**config.mk**
```make
export PLATFORM = sky130hd
export DESIGN_NAME = program_loader
export DESIGN_NICKNAME = d
export VERILOG_FILES = /design/src/rtl/program_loader.sv
export SDC_FILE = /design/constraint.sdc
export NUM_CORES = 1
export LEC_CHECK = 0
export ABC_AREA = 1
export CORE_MARGIN = 5
export CORE_UTILIZATION = 46
export CTS_CLUSTER_SIZE = 30
export DETAILED_ROUTE_END_ITERATION = 10
export HOLD_SLACK_MARGIN = 0.02
export PLACE_DENSITY = 0.84
export SLEW_MARGIN = 20
export SYNTH_ARGS = -nofsm -noshare
export SYNTH_HDL_FRONTEND = slang
export SYNTH_SLANG_ARGS = --single-unit
```
**constraint.sdc**
```tcl
create_clock -name clk -period 1.3 [get_ports clk]
set_clock_uncertainty 0.1 [all_clocks]
set_input_delay 0.325 -clock clk [delete_from_list [all_inputs] [get_ports clk]]
set_output_delay 0.325 -clock clk [all_outputs]
set_load 0.05 [all_outputs]
```
**src/rtl/program_loader.sv**
```systemverilog
// Program memory writer: packs UART bytes (high byte first) into DB-bit words and writes them from address 0.
// Latency: wr_en rises the cycle after the low-byte rx_done; a load ends on the HALT word or a full memory.
// Backpressure: none. The UART paces the stream, and rx_done strobes outside GET_HI/GET_LO (and CHECK) are dropped.
//
// Ports:
//   clk, reset        rising-edge clock, asynchronous active-low reset
//   start             one-cycle pulse that begins a load at address 0 (ignored while busy)
//   rx_data/rx_done   byte from the UART receiver and its one-cycle strobe
//   wr_en/wr_addr/wr_data   registered program memory write port, one strobe per word
//   busy, load_done, overflow, word_count   load status for the control unit
//   chk_err           (only with LOADER_CHECKSUM_EN) trailing checksum byte mismatch
//
// Optional feature macro: LOADER_CHECKSUM_EN. When it is defined, a trailing XOR checksum
// byte is expected after the HALT word.
module program_loader #(
  parameter int AB = 11,
  parameter int DB = 16   // two bytes per word; only 16 is meaningful
) (
  input  logic          clk,
  input  logic          reset,
  input  logic          start,
  input  logic [7:0]    rx_data,
  input  logic          rx_done,
  output logic          wr_en,
  output logic [AB-1:0] wr_addr,
  output logic [DB-1:0] wr_data,
  output logic          busy,
  output logic          load_done,
  output logic          overflow,
  output logic [AB:0]   word_count
`ifdef LOADER_CHECKSUM_EN
  ,
  output logic          chk_err
`endif
);

  typedef enum logic [2:0] {
    IDLE   = 3'd0,
    GET_HI = 3'd1,
    GET_LO = 3'd2,
    WRITE  = 3'd3,
    DONE   = 3'd4,
    CHECK  = 3'd5
  } state_t;

  // word_count can reach exactly 2^AB (a completely filled memory) and never more.
  localparam logic [AB:0] WC_MAX = {1'b1, {AB{1'b0}}};

`ifdef LOADER_CHECKSUM_EN
  localparam state_t HALT_NEXT = CHECK;
`else
  localparam state_t HALT_NEXT = DONE;
`endif

  state_t     state, state_n;
  logic [7:0] hi_byte;

  logic start_load;   // accepted start: only from IDLE or DONE
  logic take_hi;
  logic take_lo;
  logic in_write;
  logic addr_max;
  logic is_halt;
  logic ovf_exit;     // memory filled by a non-HALT word

  always_comb begin
    start_load = start && (state == IDLE || state == DONE);
    take_hi    = rx_done && (state == GET_HI);
    take_lo    = rx_done && (state == GET_LO);
    in_write   = (state == WRITE);
    addr_max   = &wr_addr;
    is_halt    = (wr_data == '0);
    ovf_exit   = in_write && !is_halt && addr_max;
  end

  // State register
  always_ff @(posedge clk or negedge reset) begin
    if (!reset) begin
      state <= IDLE;
    end else begin
      state <= state_n;
    end
  end

  // Next-state logic
  always_comb begin
    state_n = state;
    case (state)
      IDLE, DONE: begin
        if (start) state_n = GET_HI;
      end
      GET_HI: begin
        if (rx_done) state_n = GET_LO;
      end
      GET_LO: begin
        if (rx_done) state_n = WRITE;
      end
      WRITE: begin
        // HALT wins over overflow: a HALT in the last slot is a normal finish.
        if (is_halt)       state_n = HALT_NEXT;
        else if (addr_max) state_n = DONE;
        else               state_n = GET_HI;
      end
      CHECK: begin
        if (rx_done) state_n = DONE;
      end
      default: state_n = IDLE;
    endcase
  end

  // Registered outputs and datapath. Status flags are decoded from the next state so that
  // they change on the same edge as the state they describe.
  always_ff @(posedge clk or negedge reset) begin
    if (!reset) begin
      wr_en      <= 1'b0;
      wr_addr    <= '0;
      wr_data    <= '0;
      busy       <= 1'b0;
      load_done  <= 1'b0;
      overflow   <= 1'b0;
      word_count <= '0;
      hi_byte    <= 8'h00;
    end else begin
      wr_en     <= (state_n == WRITE);
      busy      <= (state_n != IDLE) && (state_n != DONE);
      load_done <= (state_n == DONE);

      if (start_load) begin
        wr_addr    <= '0;
        word_count <= '0;
        overflow   <= 1'b0;
      end

      if (take_hi) hi_byte <= rx_data;
      if (take_lo) wr_data <= {hi_byte, rx_data};

      if (in_write) begin
        if (word_count != WC_MAX) word_count <= word_count + (AB+1)'(1);
        // The address parks on the last slot rather than wrapping onto word 0.
        if (!addr_max) wr_addr <= wr_addr + AB'(1);
        if (ovf_exit)  overflow <= 1'b1;
      end
    end
  end

`ifdef LOADER_CHECKSUM_EN
  logic [7:0] chk_acc;

  // XOR of every program byte, HALT bytes included; compared against the byte after HALT.
  // An overflow exit never visits CHECK, so chk_err stays at its cleared value.
  always_ff @(posedge clk or negedge reset) begin
    if (!reset) begin
      chk_acc <= 8'h00;
      chk_err <= 1'b0;
    end else begin
      if (start_load) begin
        chk_acc <= 8'h00;
        chk_err <= 1'b0;
      end else if (take_hi || take_lo) begin
        chk_acc <= chk_acc ^ rx_data;
      end else if (rx_done && state == CHECK) begin
        chk_err <= (rx_data != chk_acc);
      end
    end
  end
`endif

endmodule

```
==> results of run 1 <==
cells by family after synthesis:
group / Yosys count
and+or+nand+nor: 183
xor gates and xnor gates: 8
AOI/OAI and AO/OA: 36
buffers and inverters: 56
DFF: 54
adders and majority gates: 3
repair_timing:
item                       4_1_cts
cloned                           5
hold endpoints to repair        54
pin swaps                       26
hold buffers                     1
gates resized for setup        100
buffers inserted                46
setup endpoints to repair       91
stage by stage:
stage	setup WS [ns]	utilization (%)	TNS (ns)	area, µm²	hold WS (ns)
2_1_floorplan	-0.2811	-	-3.537	2815	-0.07059
3_3_place_gp	-0.3338	77.87	-12.97	4340	0.2355
3_5_place_dp	-0.4243	77.87	-16.50	4340	0.2444
4_1_cts	-0.1670	92.84	-8.633	5175	0.3826
==> load_flow_metrics.sql, run 1 <==
INSERT INTO impl_metrics (metric_group, metric, value, unit) VALUES
('synthesis', 'simple_gate_area_share_of_the_yosys_netlist', '29.74', '%'),
('place', 'count_of_port_buffers_added_during_placement', '54', ''),
('die', 'die-height', '86.39', 'µm'),
('synthesis', 'synthDominantCellAreaShare', '50.35', '%'),
('outcome', 'stop_error', '[ERROR DPL-0038] Utilization greater than 100%, impossible to legalize', ''),
('place', 'place.gp.congestion', '0.8699', ''),
('sta', 'worst_endpoint', 'word_count[6]$_DFF_PN0_/D', ''),
('clock_network', 'clock_tree.buffer_depth', '2', ''),
('clock_network', 'root_buffer_master', 'sky130_fd_sc_hd__clkbuf_8', ''),
('die', 'pin_count', '55', ''),
('synthesis', 'main_combinational_cell_family_by_area_after_synthesis', 'simple AND/OR/NAND/NOR gates', ''),
('outcome', 'failing_step', 'global routing', ''),
('synthesis', 'ys_ff_latch', '54', ''),
('synthesis', 'synth_top_cells_by_count', 'sky130_fd_sc_hd__nand2_1, sky130_fd_sc_hd__dfrtp_1, sky130_fd_sc_hd__inv_1', ''),
('synthesis', 'post_synthesis_share_of_cell_area_spent_on_full_adders_half_adders_and_majority_gates', '1.399', '%'),
('place', 'dpl.cell_count', '522', ''),
('die', 'die_width', '86.39', 'µm'),
('synthesis', 'synth.cell_area', '2684', 'µm²'),
('synthesis', 'most_common_cell_in_the_netlist', 'sky130_fd_sc_hd__nand2_1', ''),
('synthesis', 'syn_area_per_cell', '7.894', 'µm²'),
('synthesis', 'synth_compound_gate_area_share', '7.133', '%'),
('clock_network', 'cts_num_sinks', '54', ''),
('synthesis', 'yosysSeqAreaShare', '50.35', '%'),
('clock_network', 'cts_inserted_buffers', '5', ''),
('synthesis', 'synth.yosys.warnings', '0', ''),
('synthesis', 'yosys.area_share.xor_xnor', '2.611', '%'),
('synthesis', 'yosys.cell_types.count', '25', ''),
('synthesis', 'postSynthNetCount', '355', ''),
('outcome', 'outcome', 'aborted with a tool error', ''),
('synthesis', 'netlist_top_cells_area', 'sky130_fd_sc_hd__dfrtp_1, sky130_fd_sc_hd__nand2_1, sky130_fd_sc_hd__inv_1', ''),
('die', 'initial_utilization', '48.15', '%'),
('die', 'number_of_placement_rows', '27', ''),
('synthesis', 'ys_dominant_reg_cell', 'sky130_fd_sc_hd__dfrtp_1', ''),
('synthesis', 'synth_top_area_cell', 'sky130_fd_sc_hd__dfrtp_1', ''),
('synthesis', 'syn_inst', '340', ''),
('sta', 'worst-endpoint-pin-kind', 'register input', ''),
('synthesis', 'synth.mux.area_fraction', '0', '%'),
('place', 'post-dp-hpwl', '5885', 'µm'),
('clock_network', 'htreeDepth', '2', ''),
('synthesis', 'synth_edf_count', '0', ''),
('synthesis', 'async_flop_share', '100.0', '%'),
('global_routing', 'grt_start_max_net_pins', '55', '');
==> run 2: changes to the inputs <==
--- a/config.mk
+++ b/config.mk
@@ -7,11 +7,9 @@
 export LEC_CHECK = 0
 export ABC_AREA = 1
 export CORE_MARGIN = 5
-export CORE_UTILIZATION = 46
-export CTS_CLUSTER_SIZE = 30
+export CORE_UTILIZATION = 40
 export DETAILED_ROUTE_END_ITERATION = 10
-export HOLD_SLACK_MARGIN = 0.02
-export PLACE_DENSITY = 0.84
+export PLACE_DENSITY_LB_ADDON = 0.15
 export SLEW_MARGIN = 20
 export SYNTH_ARGS = -nofsm -noshare
 export SYNTH_HDL_FRONTEND = slang
==> constraint.sdc (replaced) <==
create_clock -name clk -period 1.7 [get_ports clk]
set_clock_uncertainty 0.1 [all_clocks]
set_input_delay 0.425 -clock clk [delete_from_list [all_inputs] [get_ports clk]]
set_output_delay 0.425 -clock clk [all_outputs]
set_load 0.05 [all_outputs]
==> load_flow_metrics.sql, run 2 <==
INSERT INTO impl_metrics (metric_group, metric, value, unit) VALUES
('outcome', 'outcome', 'finished, final reports clean', ''),
('route', 'drt.antenna.violating_nets', '0', ''),
('clock_network', 'cts_num_sinks', '54', ''),
('synthesis', 'syn_area_per_cell', '7.894', 'µm²'),
('power', 'p_sw', '2.662', 'mW'),
('place', 'count_of_port_buffers_added_during_placement', '54', ''),
('cells_and_area', 'layout.cell_area.non_filler', '3980', 'µm²'),
('critical_path', 'r2r_start', 'wr_addr[0]', ''),
('clock_network', 'root_buffer_master', 'sky130_fd_sc_hd__clkbuf_8', ''),
('synthesis', 'postSynthNetCount', '355', ''),
('synthesis', 'yosys.cell_types.count', '25', ''),
('synthesis', 'async_flop_share', '100.0', '%'),
('global_routing', 'global_route_wire_length_before_repair', '10360', 'µm'),
('cells_and_area', 'fillers', '539', ''),
('critical_path', 'cp.arrival', '1.67', 'ns'),
('critical_path', 'flop2flop_setup_slack', '0.12', 'ns'),
('cells_and_area', 'num_antenna_cells', '0', ''),
('synthesis', 'synthDominantCellAreaShare', '50.35', '%'),
('cells_and_area', 'syn_to_final_growth', '48.30', '%'),
('global_routing', 'global_route.overflow_total', '0', ''),
('clock_network', 'htreeDepth', '2', ''),
('cells_and_area', 'largest_register', 'wr_data', ''),
('route', 'detail_route.iter0.violations', '135', ''),
('power', 'power.share.combinational', '50.7', '%'),
('die', 'coreArea', '6422', 'µm²'),
('sta', 'postLayoutSetupSlackWorst', '0.1213', 'ns'),
('power', 'power.switching_fraction', '41.70', '%'),
('die', 'die_width', '91.91', 'µm'),
('power', 'power.leakage', '1.895', 'nW'),
('route', 'vias', '2340', ''),
('sta', 'fin_crit_sh', '92.86', '%'),
('critical_path', 'start_kind', 'flop', ''),
('route', 'remaining_drc_errors', '0', ''),
('clock_network', 'clk_transition_reported_paths', '0.09', 'ns'),
('route', 'wl_per_cell', '12.45', 'µm'),
('sta', 'max_clock_freq', '633.4', 'MHz'),
('place', 'post-dp-hpwl', '4561', 'µm'),
('synthesis', 'synth_top_cells_by_count', 'sky130_fd_sc_hd__nand2_1, sky130_fd_sc_hd__dfrtp_1, sky130_fd_sc_hd__inv_1', ''),
('place', 'placedInstanceArea', '3822', 'µm²'),
('cells_and_area', 'drive_above_1_share', '22.49', '%'),
('sta', 'fin_worst_hold_slack', '0.001617', 'ns'),
('cells_and_area', 'multi_input_area', '1112', 'µm²'),
('cells_and_area', 'max_ffs_per_register', '16', ''),
('synthesis', 'netlist_top_cells_area', 'sky130_fd_sc_hd__dfrtp_1, sky130_fd_sc_hd__nand2_1, sky130_fd_sc_hd__inv_1', ''),
('route', 'firstDrtPassIters', '4', ''),
('die', 'number_of_placement_rows', '29', ''),
('critical_path', 'critical_path.startpoint', 'wr_addr[0]', ''),
('critical_path', 'timing.critical_path.to_type', 'flop', ''),
('critical_path', 'start_to_end_type_of_the_worst_setup_path', 'flop to flop', ''),
('power', 'vdd.ir_drop.worst', '1.242', 'mV'),
('synthesis', 'ys_dominant_reg_cell', 'sky130_fd_sc_hd__dfrtp_1', ''),
('power', 'power.share.clock', '16.2', '%'),
('die', 'pin_count', '55', ''),
('critical_path', 'worstPathMaxFanout', '11', ''),
('cells_and_area', 'register_area', '1358', 'µm²'),
('sta', 'timing.max_slew.rel_slack', '68.58', '%'),
('job', 'max-cap-violations', '0', ''),
('power', 'power.density_cell_area', '1604', 'nW/µm²'),
('critical_path', 'critPathCapture', 'wr_addr[4]', ''),
('global_routing', 'antenna_found_initial', '0', ''),
('cells_and_area', 'num-nets-final', '423', ''),
('cells_and_area', 'final_common_cell', 'sky130_fd_sc_hd__nand2_1', ''),
('sta', 'timing_max_transition_violations_final', '0', ''),
('clock_network', 'clock_latency', '0.30', 'ns'),
('global_routing', 'grt_pass1_vias', '2207', ''),
('cells_and_area', 'reg_top3', 'wr_data x16, word_count x12, wr_addr x11', ''),
('die', 'floorplan.die_area', '8447', 'µm²'),
('critical_path', 'crit-reg2reg-capture', 'wr_addr[4]', ''),
('critical_path', 'critPathRequiredTime', '1.80', 'ns'),
('min_path', 'hp-class', 'input pin to async pin', ''),
('synthesis', 'synth.yosys.warnings', '0', ''),
('synthesis', 'ys_ff_latch', '54', ''),
('die', 'die-height', '91.91', 'µm'),
('global_routing', 'grt_util_all_layers', '14.94', '%'),
('synthesis', 'yosysSeqAreaShare', '50.35', '%'),
('power', 'power_report.internal_total', '3.721', 'mW'),
('power', 'p_seq_share', '33.0', '%'),
('global_routing', 'grt_start_max_net_pins', '55', ''),
('die', 'initial_utilization', '41.79', '%'),
('sta', 'setup_viol_count_final', '0', ''),
('sta', 'timing_worst_slew_pin_value', '0.4707', 'ns'),
('sta', 'period_needed', '1.579', 'ns'),
('synthesis', 'synth_top_area_cell', 'sky130_fd_sc_hd__dfrtp_1', ''),
('clock_network', 'tritoncts', 'built', ''),
('clock_network', 'cts_inserted_buffers', '5', ''),
('synthesis', 'synth_edf_count', '0', ''),
('clock_network', 'clock_tree.buffer_depth', '2', ''),
('clock_network', 'post_cts.repair.setup_buffers', '0', ''),
('sta', 'hold_violations', '0', ''),
('route', 'routed_wl', '6049', 'µm'),
('clock_network', 'post_cts_hold_buffer_count', '0', ''),
('synthesis', 'syn_inst', '340', ''),
('synthesis', 'synth.cell_area', '2684', 'µm²'),
('synthesis', 'most_common_cell_in_the_netlist', 'sky130_fd_sc_hd__nand2_1', ''),
('route', 'post_drt_via_cell_ratio', '4.815', ''),
('critical_path', 'timing.reg2reg.worst_path_depth', '9', ''),
('place', 'place.gp.congestion', '0.7988', ''),
('place', 'place_ws', '-0.04047', 'ns'),
('sta', 'rsz0062_at_grt', 'false', ''),
('cells_and_area', 'layout_common_cells', 'sky130_fd_sc_hd__nand2_1, sky130_fd_sc_hd__dfrtp_1, sky130_fd_sc_hd__inv_1, sky130_fd_sc_hd__buf_12, sky130_fd_sc_hd__nor2_1', '');
## run 2: cells by family after synthesis
group | after synthesis | share of synthesized area (%)
xor gates and xnor gates | 8 | 2.611
adders and majority gates | 3 | 1.399
AOI/OAI and AO/OA | 36 | 7.133
and+or+nand+nor | 183 | 29.74
DFF | 54 | 50.35
buffers and inverters | 56 | 8.764
## run 2: critical path, cell delays in order (launching register included)
cell and delay [ns]:
sky130_fd_sc_hd__dfrtp_2 0.42, sky130_fd_sc_hd__ha_1 0.20, sky130_fd_sc_hd__inv_1 0.13, sky130_fd_sc_hd__nor2_4 0.07, sky130_fd_sc_hd__nand3_4 0.11, sky130_fd_sc_hd__nand2_4 0.12
sky130_fd_sc_hd__nor2_1 0.15, sky130_fd_sc_hd__nand2_1 0.06, sky130_fd_sc_hd__o21ai_1 0.07, sky130_fd_sc_hd__inv_1 0.05
## run 2: power by group through the flow
stage	sequential, mW	combinational (mW)	clock (mW)
after floorplan	2.85	0.916	0
after global placement	2.11	3.22	0
after detailed placement	2.13	3.25	0
after CTS	2.11	3.26	1.06
after global routing	2.17	3.47	1.11
final	2.11	3.24	1.04
## run 2: timing repair
action | CTS | global route
resized for setup | 0 | 4
endpoints found under the setup margin | 0 | 6
endpoints found under the hold margin | 0 | 0
## run 2: routing by layer
metal,routed length [µm],track usage [%]
met5,0,0
met2,2851,23.78
met1,2860,20.93
met4,46,3.342
met3,291,3.355
## run 2: worst min path at each step
| stage | from | to | slack [ns] | depth (start not counted) |
|---|---|---|---|---|
| final | reset | word_count[9] | 0.002 | 2 |
| after global routing | reset | word_count[9] | 0.03 | 2 |
| after CTS | reset | wr_addr[4] | 0.02 | 2 |
| after detailed placement | reset | word_count[10] | 0.34 | 2 |
| after global placement | reset | word_count[9] | 0.34 | 2 |
| after floorplan | reset | busy | 0.03 | 0 |
## run 2: area by class of cell
type	instances	area share, %
Timing Repair Buffer	69	27.41
Clock buffer	6	2.075
Clock inverter	2	1.509
Sequential cell	54	34.11
Multi-Input combinational cell	230	27.95
Inverter	48	4.527
Tap cell	77	2.421
## run 2: metrics by stage
stage          util [%]  std cells  power (mW)  setup TNS [ns]
5_1_grt           61.97        486       6.744               0
6_report          61.97        486       6.383               0
4_1_cts           61.74        486       6.429               0
3_3_place_gp      59.52        478       5.327         -0.1808
3_5_place_dp      59.52        478       5.384         -0.3153
2_1_floorplan         -        340       3.767               0
No activity file was read; power rests on OpenSTA's default activity.
